### config.mk
export PLATFORM = sky130hd
export DESIGN_NAME = scl_phase_gen
export DESIGN_NICKNAME = d
export VERILOG_FILES = /design/src/rtl/scl_phase_gen.sv
export SDC_FILE = /design/constraint.sdc
export NUM_CORES = 1
export LEC_CHECK = 0
export CAP_MARGIN = 40
export CORE_UTILIZATION = 65
export CTS_CLUSTER_DIAMETER = 40
export DETAILED_ROUTE_END_ITERATION = 12
export PLACE_DENSITY = 0.85
export SYNTH_ARGS = -nofsm -noshare
export SYNTH_HDL_FRONTEND = slang
export SYNTH_SLANG_ARGS = --single-unit
### constraint.sdc
create_clock -name I_clk -period 14.92 [get_ports I_clk]
set_input_delay 2.238 -clock I_clk [delete_from_list [all_inputs] [get_ports I_clk]]
set_output_delay 2.238 -clock I_clk [all_outputs]
set_load 0.005 [all_outputs]
### src/rtl/scl_phase_gen.sv
// scl_phase_gen: programmable SCL period generator with four phase strobes,
// slave clock-stretch hold with timeout, and a graceful stop at period end.
// Outputs are registered. The registered output value is the decode of the
// next state, so each strobe lines up with the cycle in which the internal
// counter sits on its phase point.
module scl_phase_gen #(
    parameter int unsigned CNT_W      = 12,
    parameter int unsigned DIV_MIN    = 4,
    parameter bit          STRETCH_EN = 1'b1,
    parameter int unsigned TMO_W      = 16,
    parameter int unsigned TMO_MAX    = 50000
) (
    input  logic             I_clk,
    input  logic             I_rst,
    input  logic             I_SCL_en,
    input  logic [CNT_W-1:0] I_div,
    input  logic             I_SCL_in,
    output logic             O_SCL_POS,
    output logic             O_SCL_HIG,
    output logic             O_SCL_NEG,
    output logic             O_SCL_LOW,
    output logic             O_SCL,
    output logic             O_busy,
    output logic             O_timeout
);

    typedef enum logic [1:0] {
        ST_IDLE    = 2'd0,
        ST_RUN     = 2'd1,
        ST_STRETCH = 2'd2
    } state_e;

    // Output vector order: {pos, hig, neg, low, scl, busy, timeout}
    localparam int unsigned OUT_W   = 7;
    localparam logic [OUT_W-1:0] OUT_IDLE = 7'b000_0100;

    state_e             state_q, state_d;
    logic [CNT_W-1:0]   cnt_q, cnt_d;
    logic [CNT_W-1:0]   div_q, div_d;
    logic [TMO_W-1:0]   tmo_q, tmo_d;
    logic               sync1_q, sync1_d;
    logic               sync2_q, sync2_d;
    logic [OUT_W-1:0]   out_q, out_d;

    logic [CNT_W-1:0]   div_eff;
    logic [CNT_W-1:0]   pt_h;
    logic               tmo_hit;
    logic               stretch_now;

    // Output decode for a given (state, cnt, divider, timeout count, synced SCL)
    function automatic logic [OUT_W-1:0] decode(
        input state_e           st,
        input logic [CNT_W-1:0] cnt,
        input logic [CNT_W-1:0] div,
        input logic [TMO_W-1:0] tmo,
        input logic             scl_s
    );
        logic [CNT_W-1:0] h;
        logic [CNT_W-1:0] n;
        logic [CNT_W-1:0] l;
        logic             hit;
        logic [OUT_W-1:0] o;
        h   = div >> 2;
        n   = div >> 1;
        l   = n + h;
        hit = (tmo == TMO_W'(TMO_MAX));
        o   = OUT_IDLE;
        case (st)
            ST_RUN: begin
                o[6] = (cnt == '0);
                o[5] = (cnt == h) && (scl_s || !STRETCH_EN);
                o[4] = (cnt == n);
                o[3] = (cnt == l);
                o[2] = (cnt < n);
                o[1] = 1'b1;
            end
            ST_STRETCH: begin
                o[5] = !hit && scl_s;
                o[2] = 1'b1;
                o[1] = 1'b1;
                o[0] = hit;
            end
            default: o = OUT_IDLE;
        endcase
        return o;
    endfunction

    assign div_eff     = (I_div < CNT_W'(DIV_MIN)) ? CNT_W'(DIV_MIN) : I_div;
    assign pt_h        = div_q >> 2;
    assign tmo_hit     = (tmo_q == TMO_W'(TMO_MAX));
    assign stretch_now = STRETCH_EN && (cnt_q == pt_h) && !sync2_q;

    // Next-state, counter, divider latch, timeout count and output decode
    always_comb begin
        state_d = state_q;
        cnt_d   = cnt_q;
        div_d   = div_q;
        tmo_d   = tmo_q;
        sync1_d = I_SCL_in;
        sync2_d = sync1_q;
        case (state_q)
            ST_IDLE: begin
                cnt_d = '0;
                tmo_d = '0;
                if (I_SCL_en) begin
                    state_d = ST_RUN;
                    div_d   = div_eff;
                end
            end
            ST_RUN: begin
                if (stretch_now) begin
                    state_d = ST_STRETCH;
                    tmo_d   = '0;
                end else if (cnt_q == div_q - CNT_W'(1)) begin
                    cnt_d = '0;
                    if (I_SCL_en) begin
                        div_d = div_eff;
                    end else begin
                        state_d = ST_IDLE;
                    end
                end else begin
                    cnt_d = cnt_q + CNT_W'(1);
                end
            end
            ST_STRETCH: begin
                // Timeout wins over a release seen in the same cycle
                if (tmo_hit) begin
                    state_d = ST_IDLE;
                    cnt_d   = '0;
                    tmo_d   = '0;
                end else if (sync2_q) begin
                    state_d = ST_RUN;
                    cnt_d   = cnt_q + CNT_W'(1);
                    tmo_d   = '0;
                end else begin
                    tmo_d = tmo_q + TMO_W'(1);
                end
            end
            default: begin
                state_d = ST_IDLE;
                cnt_d   = '0;
                tmo_d   = '0;
            end
        endcase
        // sync2_d is what sync2_q will hold in the cycle being decoded
        out_d = decode(state_d, cnt_d, div_d, tmo_d, sync2_d);
    end

    // State, counters, synchroniser and output registers
    always_ff @(posedge I_clk or posedge I_rst) begin
        if (I_rst) begin
            state_q <= ST_IDLE;
            cnt_q   <= '0;
            div_q   <= '0;
            tmo_q   <= '0;
            sync1_q <= 1'b1;
            sync2_q <= 1'b1;
            out_q   <= OUT_IDLE;
        end else begin
            state_q <= state_d;
            cnt_q   <= cnt_d;
            div_q   <= div_d;
            tmo_q   <= tmo_d;
            sync1_q <= sync1_d;
            sync2_q <= sync2_d;
            out_q   <= out_d;
        end
    end

    assign {O_SCL_POS, O_SCL_HIG, O_SCL_NEG, O_SCL_LOW, O_SCL, O_busy, O_timeout} = out_q;

endmodule
## After elaboration in Yosys (flattened, before gate mapping)

Cells that the tools add are included.

- Bits in registers: 51
- Bits in latches: 0
- Memory bits (writable): 0
- Memory bits (read-only): 0
- Output and inout port bits: 7
- Logic and storage cells: 62
- Memories: 0

- Add/sub/neg operators: 4
- $mul: 0
- Div/mod/pow operators: 0
- Order comparisons: 2
- Equal/unequal tests: 13
- Shift operators: 0
- Mux-type cells: 26
- Bitwise operators: 0
- Reductions and logical operators: 9

Operator list:

| cell | count |
|---|---|
| $mux W12 | 8 |
| $mux W16 | 3 |
| $pmux W12 S2 | 2 |
| $eq A16 B16 Y1 const B | 2 |
| $pmux W16 S2 | 1 |
| $eq A12 B10 Y1 | 2 |
| $eq A12 B12 Y1 | 2 |
| $add A16 B1 Y16 const B | 1 |
| $mux W2 | 7 |
| $add A11 B10 Y12 | 1 |
| $add A12 B1 Y12 const B | 1 |
| $eq A12 B11 Y1 | 1 |
| $logic_not A12 Y1 | 1 |
| $lt A12 B11 Y1 | 1 |
| $lt A12 B3 Y1 const B | 1 |
| $sub A12 B1 Y12 const B | 1 |
| $pmux W2 S3 | 1 |
| $eq A2 B1 Y1 const B | 2 |
| $eq A2 B2 Y1 const B | 2 |
| $ne A2 B2 Y1 const B | 2 |
| $pmux W2 S2 | 1 |
| $logic_and A1 B1 Y1 | 3 |
| $reduce_and A3 Y1 | 1 |
| $logic_not A1 Y1 | 2 |
| 4 further kinds | 5 |

## Longest topological paths before layout

Gate-level depths: netlist of run 1.

- Depth in word-level cells: 9
- Gate-level depth with buffers: 22
- Mapped depth without buffers: 22

## Worst setup path before layout of run 1

Ideal clock, no wire load.

- Path type: input-to-reg
- Start: in I_SCL_en
- End: reg out_q[3]
- Library setup time: 0.095 ns
- Arrival: 5.347 ns
- Data required time: 14.825 ns
- Path slack: 9.478 ns
- Stages on the path: 14
- Path buffers: 1
- Cell sequence: inv_1 nor3_1 and3_4 a21oi_2 buf_6 o21ai_0 inv_1 ha_1 xnor2_1 mux2_2 a2111o_1 nor4_2 nand4_1 nor4b_2

- Cells in the longest elaborated chain, start to end: 7

RTL lines:

| element | RTL line | text |
|---|---|---|
| start, declared | 15 | `input logic I_SCL_en,` |
| $mux W12 * | 105, 116 |  |
| $mux W12 | 114 | `end else if (cnt_q == div_q - CNT_W'(1)) begin` |
| $mux W12 | 111 | `if (stretch_now) begin` |
| $pmux W12 S2 * | 101 | `case (state_q)` |
| named net div_d[9] | 39 | `logic [CNT_W-1:0] div_q, div_d;` |
| $add A11 B10 Y12 * | 65 | `l = n + h;` |
| $eq A12 B12 Y1 * | 73 | `o[3] = (cnt == l);` |
| $mux W2 * | 68 | `case (st)` |
| named net out_d[3] | 43 | `logic [OUT_W-1:0] out_q, out_d;` |
| end signal, assigned | 166 | `out_q <= out_d;` |
| end, declared | 43 |  |

The timed path passes the listed nets; every way through them passes the cells marked *. The select of a mux whose other input is x is not followed.
A chain may end at the register's enable or synchronous reset.

## Worst setup path after layout of run 1

Ends and elaborated chain as after synthesis.

==> results by group, run 1 <==
Status
  • Status: finished clean

Floorplanning
  • Die ar.: 0.007543 mm2
  • # rows: 30
  • Die W: 86.85 um
  • Core area: 0.006869 mm2
  • Die H: 86.85 um
  • Io pins: 23
  • Initial core utilization: 68.12%

Logic synthesis
  • Post-synth EDFFs: 0
  • Ys flop type: dfrtp_1
  • Syn Area/Cell: ~8 um2
  • Unique masters post-synth: 83
  • Mapped Area: 0.004679 mm2
  • Yosys warns: 0
  • Syn Inst Count: ~580
  • Flops & latches, synth: 51
  • Post-Syn Nets: a little over 600
  • Ys async rst share: 100.0%
  • Seq/Total Area, Yosys: 27.35%

Critical path
  • R2R cell count: 17
  • Crit path kind: input pin to flip-flop
  • Worst r2r src: div_q[0]$_DFFE_PP0P_
  • Crit path max-delay cell type: clkdlybuf4s50_1
  • Required time worst endpoint: 15.15 ns
  • Crit path launch type: input pin
  • Max incr delay on CP: 0.60 ns
  • CP arrival: 6.41 ns
  • CP most frequent cell: inv_1
  • Crit. End Element: flip-flop
  • CP Buf/Inv Count: 3
  • Top delay family on crit path: simple AND/OR/NAND/NOR gates
  • CP Cell Sequence: clkdlybuf4s50_1 -> inv_1 -> nor3_1 -> and3_4 -> a21oi_2 -> o21ai_0 -> inv_1 -> ha_1 -> xnor2_1 -> mux2_2 -> a2111o_1 -> nor4_2 -> nand4_1 -> nor4b_2
  • R2r setup slk: 9.69 ns
  • Beginning of the critical path: I_SCL_en
  • Maximum fanout along the worst path: 11
  • RR Endpoint: out_q[3]$_DFF_PP0_

CTS
  • Post-CTS setup buffer count: 0
  • CTS sink cnt: 51
  • Clk root buf: clkbuf_8
  • # H-tree levels: 2
  • Post-CTS resize count: 0
  • Insertion delay to the later sink of the worst-skew pair: 0.33 ns
  • Clk slew on worst S/H paths: 0.10 ns
  • Hold_buf cts: 0
  • CTS tree: built
  • Num CTS Buffers: 5
  • Max clock buf depth: 2

Run
  • Total of max-cap violations: 0

Cells and area
  • Layout cells sized above 1: 7.483%
  • Flip-flop and latch area: 0.001280 mm2
  • Synth-to-Final Area Change: 8.423%
  • # diodes: 0
  • Fillcell total: around 560
  • Design area: 0.005074 mm2
  • Commonest non-fill, non-tap cell in the layout: nand2_1
  • Multi-input logic area: 0.003158 mm2
  • Net count, final: 629
  • Commonest non-fill, non-tap cells in the layout: 65 x nand2_1, 48 x dfrtp_1, 43 x o21ai_0, 41 x xnor2_1, 39 x nor2_1

STA
  • Skew final: 0.02157 ns
  • Final-report hold violation count: 0
  • Unrepaired setup endpoints after global routing: no
  • Fmax: 161.9 MHz
  • Post-layout min period: 6.178 ns
  • Slew margin rel.: 41.31%
  • Final Cycle Share: 41.41%
  • Tightest Pin Transition: approximately 0.87 ns
  • Total Negative Setup Slacks: 0 ns
  • Max Slew Vio Count: 0
  • Final setup viols: 0

Drt
  • Via density: 6.506
  • Drc violations: 0
  • Pre-Repair DR Iteration Count: 5
  • Routed len/inst: approximately 19 um
  • Final WL: around 13000 um
  • Antenna Nets Post-Route: 0
  • Initial drt markers: about 330
  • Vias after detailed routing: 4450

Global route
  • GR Overflow Total: 0
  • Tot GR Track Use: about 36%
  • First-pass GRT wire length: 20800 um
  • Vias in the first global route: 4112
  • Antenna violations before repair: 0
  • Largest net degree at the start of global routing: 38

Place
  • Area after DPL: 0.004957 mm2
  • RD Place Congestion: 0.9423
  • DP HPWL: slightly below 10000 um
  • Number of buffers added on ports: 22

Worst hold path
  • Min-Delay Startpoint: sync1_q$_DFF_PP1_
  • Hold path depth: 0
  • Worst min-delay path class: flip-flop to flip-flop
  • Hold path endpoint: sync2_q$_DFF_PP1_

Power
  • Max VDD drop: 0.04826 mV
  • Leak pwr: around 2.2 nW
  • PD cells: 49.48 mW/mm2
flip-flops by register name (all words and copies together), names as in the netlist:
signal and cells:
div_q 12, sync2_q 1, state_q 2, tmo_q 16, cnt_q 12, sync1_q 1, out_q 7
stage by stage:
stage	hold slack [ns]	instances	util (%)	power, mW	worst slack [ns]
CTS	0.3701	683	73.79	0.2511	8.791
finish	0.3700	684	73.86	0.2510	8.742
global route	0.3738	684	73.86	0.2570	8.418
detailed placement	0.3557	675	72.17	0.1528	8.521
floorplan	0.3509	576	-	0.1455	9.478
global placement	0.3538	673	71.80	0.1520	8.627
how the worst max path moves through the flow:
stage,to,cells past startpoint
final,out_q[3]$_DFF_PP0_,14
after global routing,out_q[3]$_DFF_PP0_,17
after CTS,out_q[3]$_DFF_PP0_,14
after detailed placement,out_q[3]$_DFF_PP0_,14
after global placement,out_q[3]$_DFF_PP0_,14
after floorplan,out_q[3]$_DFF_PP0_,14
Yosys cell counts, types with 4 or more instances:
| cell type | n | area [um2] |
|---|---|---|
| a21o_1 | 11 | 82.58 |
| mux2i_1 | 4 | 40.04 |
| nor2_1 | 39 | 146.4 |
| a211oi_1 | 9 | 67.56 |
| o211ai_1 | 4 | 30.03 |
| o21a_1 | 6 | 45.04 |
| a21oi_1 | 19 | 95.09 |
| o221ai_1 | 4 | 35.03 |
| nand4_1 | 7 | 43.79 |
| inv_1 | 33 | 123.9 |
| nor3_1 | 11 | 55.05 |
| and3_1 | 13 | 81.33 |
| clkbuf_1 | 20 | 75.07 |
| nand3_1 | 22 | 110.1 |
| xor2_1 | 14 | 122.6 |
| dfrtp_1 | 48 | 1201 |
| xnor2_1 | 41 | 359.1 |
| nand2_1 | 65 | 244.0 |
| and2_1 | 19 | 118.9 |
| nand2b_1 | 5 | 31.28 |
| nor4_1 | 16 | 100.1 |
| o21ai_0 | 43 | 215.2 |
| a31oi_1 | 5 | 31.28 |
| nor2b_1 | 7 | 43.79 |
| ha_1 | 26 | 325.3 |
power by group:
part	total [mW]	internal [mW]	switching, mW
clock network	0.101	0.0508	0.0501
logic	0.0108	0.00485	0.00599
registers	0.139	0.139	0.000616
cells by family (layout without fill, tap and decap cells):
kind of cell | count (synthesis) | after routing | share of synthesized area, %
mux | 7 | 7 | 1.578
xor+xnor | 56 | 56 | 10.64
fa+ha+maj | 27 | 27 | 7.166
flops | 51 | 51 | 27.35
simple gates | 232 | 232 | 26.52
buf+inv | 59 | 71 | 5.160
compound gates | 144 | 144 | 21.58
layout make-up:
cell class / instances / area share, %
flip-flops and latches: 51 / 25.23
inverters: 35 / 2.589
well taps: 96 / 2.367
repair buffers: 28 / 5.376
clock inverters: 2 / 0.7645
multi-input cells: 466 / 62.24
clock buffers: 6 / 1.430
routing by layer:
layer | GRT usage, % | part of all wire (%) | routed length (um)
met5 | 0 | 0 | 0
met4 | 11.06 | 2.4 | 316
met3 | 5.498 | 7.2 | 934
met2 | 57.55 | 46 | 5946
met1 | 50.52 | 44 | 5722
No activity file was read; power rests on OpenSTA's default activity.
==> run 2, diff against run 1 <==
Settings changed: CORE_UTILIZATION 65 to 62, PLACE_DENSITY 0.85 to 0.82.
Clock period 14.92 ns to 6.3 ns, I/O delays scaled along.
==> run 2 against run 1 <==
Sequential power rose by 140%. Worst hold slack gained 0.010 ns. Final cell count rose by 0.29%. Critical path depth up 6. Global-route usage decreased by 1.1 points. Sequential cell count stayed put. Non-clock buffer count shrank 1. Cell area about the same. Utilization is 4.3 points lower. Combinational power rose by 140%. Clock-buffer cell count unchanged. Via count increased by 1.3%. Critical endpoint unchanged. Highest routed layer unchanged.
==> results by group, run 2 (synthesis gave the netlist of run 1 again) <==
STA
  • Post-layout min period: 5.205 ns
  • Max Slew Vio Count: 0 (unchanged)
  • Total Negative Setup Slacks: 0 ns (unchanged)
  • Fmax: roughly 190 MHz
  • PnR worst setup slack: 1.095 ns (was 8.742 ns)
  • Skew final: 0.009276 ns (was 0.02157 ns)
  • Unrepaired setup endpoints after global routing: no (unchanged)
  • Slew margin rel.: 34.04% (was 41.31%)
  • Tightest Pin Transition: 0.9834 ns (was 0.8689 ns)
  • Final-report hold violation count: 0 (unchanged)
  • Final setup viols: 0 (unchanged)
  • Final Cycle Share: 82.61%
  • WHS: 0.3800 ns (was 0.3700 ns)

CTS
  • Hold_buf cts: 0 (unchanged)
  • Insertion delay to the later sink of the worst-skew pair: 0.32 ns (was 0.33 ns)
  • Max clock buf depth: 2 (unchanged)
  • Post-CTS setup buffer count: 0 (unchanged)
  • CTS sink cnt: 51 (unchanged)
  • Num CTS Buffers: 5 (unchanged)
  • Post-CTS resize count: 0 (unchanged)
  • Clk slew on worst S/H paths: 0.10 ns (about the same)
  • Clk root buf: clkbuf_8 (unchanged)
  • CTS tree: built (unchanged)
  • # H-tree levels: 2 (unchanged)

Drt
  • Antenna Nets Post-Route: 0 (unchanged)
  • Final WL: 13200 um (was 12920 um)
  • Met2 WL: 6162 um (was 5946 um)
  • Top sig layer: met4 (unchanged)
  • Pre-Repair DR Iteration Count: 5 (unchanged)
  • Via density: 6.569 (was 6.506)
  • Initial drt markers: 408 (was 328)
  • Vias after detailed routing: 4506 (was 4450)
  • Routed len/inst: 19.24 um (was 18.89 um)
  • DRT met1 WL: 5503 um (was 5722 um)
  • Drc violations: 0 (unchanged)
  • Met3 wire length: 1067 um (was 934 um)

Critical path
  • R2r setup slk: 1.10 ns (was 9.69 ns)
  • Crit path kind: flip-flop to flip-flop (was input pin to flip-flop)
  • RR Endpoint: out_q[3]$_DFF_PP0_ (unchanged)
  • Crit. End Element: flip-flop (unchanged)
  • R2R cell count: 20 (was 17)
  • Crit path launch type: flip-flop (was input pin)
  • Beginning of the critical path: div_q[0]$_DFFE_PP0P_ (was I_SCL_en)
  • Worst r2r src: div_q[0]$_DFFE_PP0P_ (unchanged)
  • Required time worst endpoint: 6.53 ns (was 15.15 ns)
  • Maximum fanout along the worst path: 11 (unchanged)
  • CP arrival: 5.44 ns (was 6.41 ns)

Worst hold path
  • Worst min-delay path class: flip-flop to flip-flop (unchanged)
  • Hold path endpoint: sync2_q$_DFF_PP1_ (unchanged)
  • Min-Delay Startpoint: sync1_q$_DFF_PP1_ (unchanged)
  • Hold path depth: 0 (unchanged)

Power
  • P_sw: 0.1350 mW (was 0.05675 mW)
  • Switching fraction of total power: 22.68% (was 22.61%)
  • Total power draw: 0.5951 mW (was 0.2510 mW)
  • Sequential share of power: 55.4% (was 55.5%)
  • Gate power share: 4.3% (about the same)
  • Clock power frac: 40.3% (was 40.2%)
  • Internal: 0.4601 mW (was 0.1943 mW)
  • PD cells: 117.3 mW/mm2 (was 49.48 mW/mm2)
  • Max VDD drop: 0.07618 mV (was 0.04826 mV)
  • Leak pwr: 2.196 nW (was 2.204 nW)

Cells and area
  • Top flop regs: tmo_q x16, cnt_q x12, div_q x12 (unchanged)
  • Layout cells sized above 1: 7.325% (was 7.483%)
  • Fillcell total: 637 (was 555)
  • Design area: 0.005072 mm2 (was 0.005074 mm2)
  • Synth-to-Final Area Change: 8.396% (was 8.423%)
  • Fin cells: 686 (was 684)
  • # diodes: 0 (unchanged)
  • Commonest non-fill, non-tap cell in the layout: nand2_1 (unchanged)
  • Max reg flops: 16 (unchanged)
  • Commonest non-fill, non-tap cells in the layout: 65 x nand2_1, 48 x dfrtp_1, 43 x o21ai_0, 41 x xnor2_1, 39 x nor2_1 (unchanged)
  • Utilization after layout: 69.56% (was 73.86%)
  • Net count, final: 628 (was 629)
  • Biggest register: tmo_q (unchanged)

Global route
  • Tot GR Track Use: 34.92% (was 36.05%)
  • Largest net degree at the start of global routing: 34 (was 38)
  • First-pass GRT wire length: 20770 um (was 20800 um)
  • Vias in the first global route: 4196 (was 4112)
  • GR Overflow Total: 0 (unchanged)
  • Antenna violations before repair: 0 (unchanged)

Place
  • Pre-CTS worst setup slack: 1.135 ns (was 8.521 ns)
  • Number of buffers added on ports: 22 (unchanged)
  • DP HPWL: 10120 um (was 9938 um)
  • Cells after DPL: 678 (was 675)
  • RD Place Congestion: 0.9505 (was 0.9423)
  • Area after DPL: 0.004961 mm2 (was 0.004957 mm2)

Floorplanning
  • Core area: 0.007292 mm2 (was 0.006869 mm2)
  • Die W: 88.88 um (was 86.85 um)
  • Die H: 88.88 um (was 86.85 um)
  • Io pins: 23 (unchanged)
  • Die ar.: 0.007899 mm2 (was 0.007543 mm2)
  • Initial core utilization: 64.17% (was 68.12%)
  • # rows: 31 (was 30)

Status
  • Status: finished clean (unchanged)

Run
  • Total of max-cap violations: 0 (unchanged)
-- run 2: final cells by class --
class	instances	area [um2]	area share, %
multi-input combinational	466	3158	62.26
sequential	51	1280	25.23
timing repair buffer	27	267.8	5.279
inverter	35	131.4	2.590
tap	99	123.9	2.442
clock buffer	6	72.57	1.431
clock inverter	2	38.79	0.7647
-- run 2: critical path: stages, from the launching register on --
cell and delay (ns):
dfrtp_1 0.44, inv_1 0.08, ha_1 0.20, or4b_4 0.51, or3_1 0.37, a211oi_2 0.27, o2111a_2 0.33, and3_4 0.21
a21oi_2 0.12, o21ai_0 0.52, inv_1 0.17, ha_1 0.40, a21o_1 0.20, nand2b_1 0.12, a211o_1 0.12, o211ai_1 0.08
a211oi_1 0.23, o211ai_1 0.14, nor4_2 0.28, nand4_1 0.13, nor4b_2 0.21
-- run 2: power by group through the flow --
stage | registers (mW) | logic [mW] | clock network (mW)
3_5_place_dp | 0.336 | 0.0257 | 0
5_1_grt | 0.330 | 0.0282 | 0.253
2_1_floorplan | 0.335 | 0.00969 | 0
3_3_place_gp | 0.336 | 0.0238 | 0
4_1_cts | 0.330 | 0.0258 | 0.240
6_report | 0.330 | 0.0258 | 0.240
-- run 2: routing by layer --
metal  up-vias  track usage (%)
li1       2094                -
met1      2113            46.14
met2       256            56.50
met3        43            6.157
met4         0            14.66
met5         -                0
-- run 2: how the worst max path moves through the flow --
stage / end / slack, ns / depth (start not counted)
2_1_floorplan: out_q[3]$_DFF_PP0_ / 1.57 / 18
3_3_place_gp: out_q[3]$_DFF_PP0_ / 1.30 / 14
3_5_place_dp: out_q[3]$_DFF_PP0_ / 1.14 / 20
4_1_cts: out_q[3]$_DFF_PP0_ / 1.10 / 20
5_1_grt: out_q[3]$_DFF_PP0_ / 0.70 / 20
6_report: out_q[3]$_DFF_PP0_ / 1.10 / 20
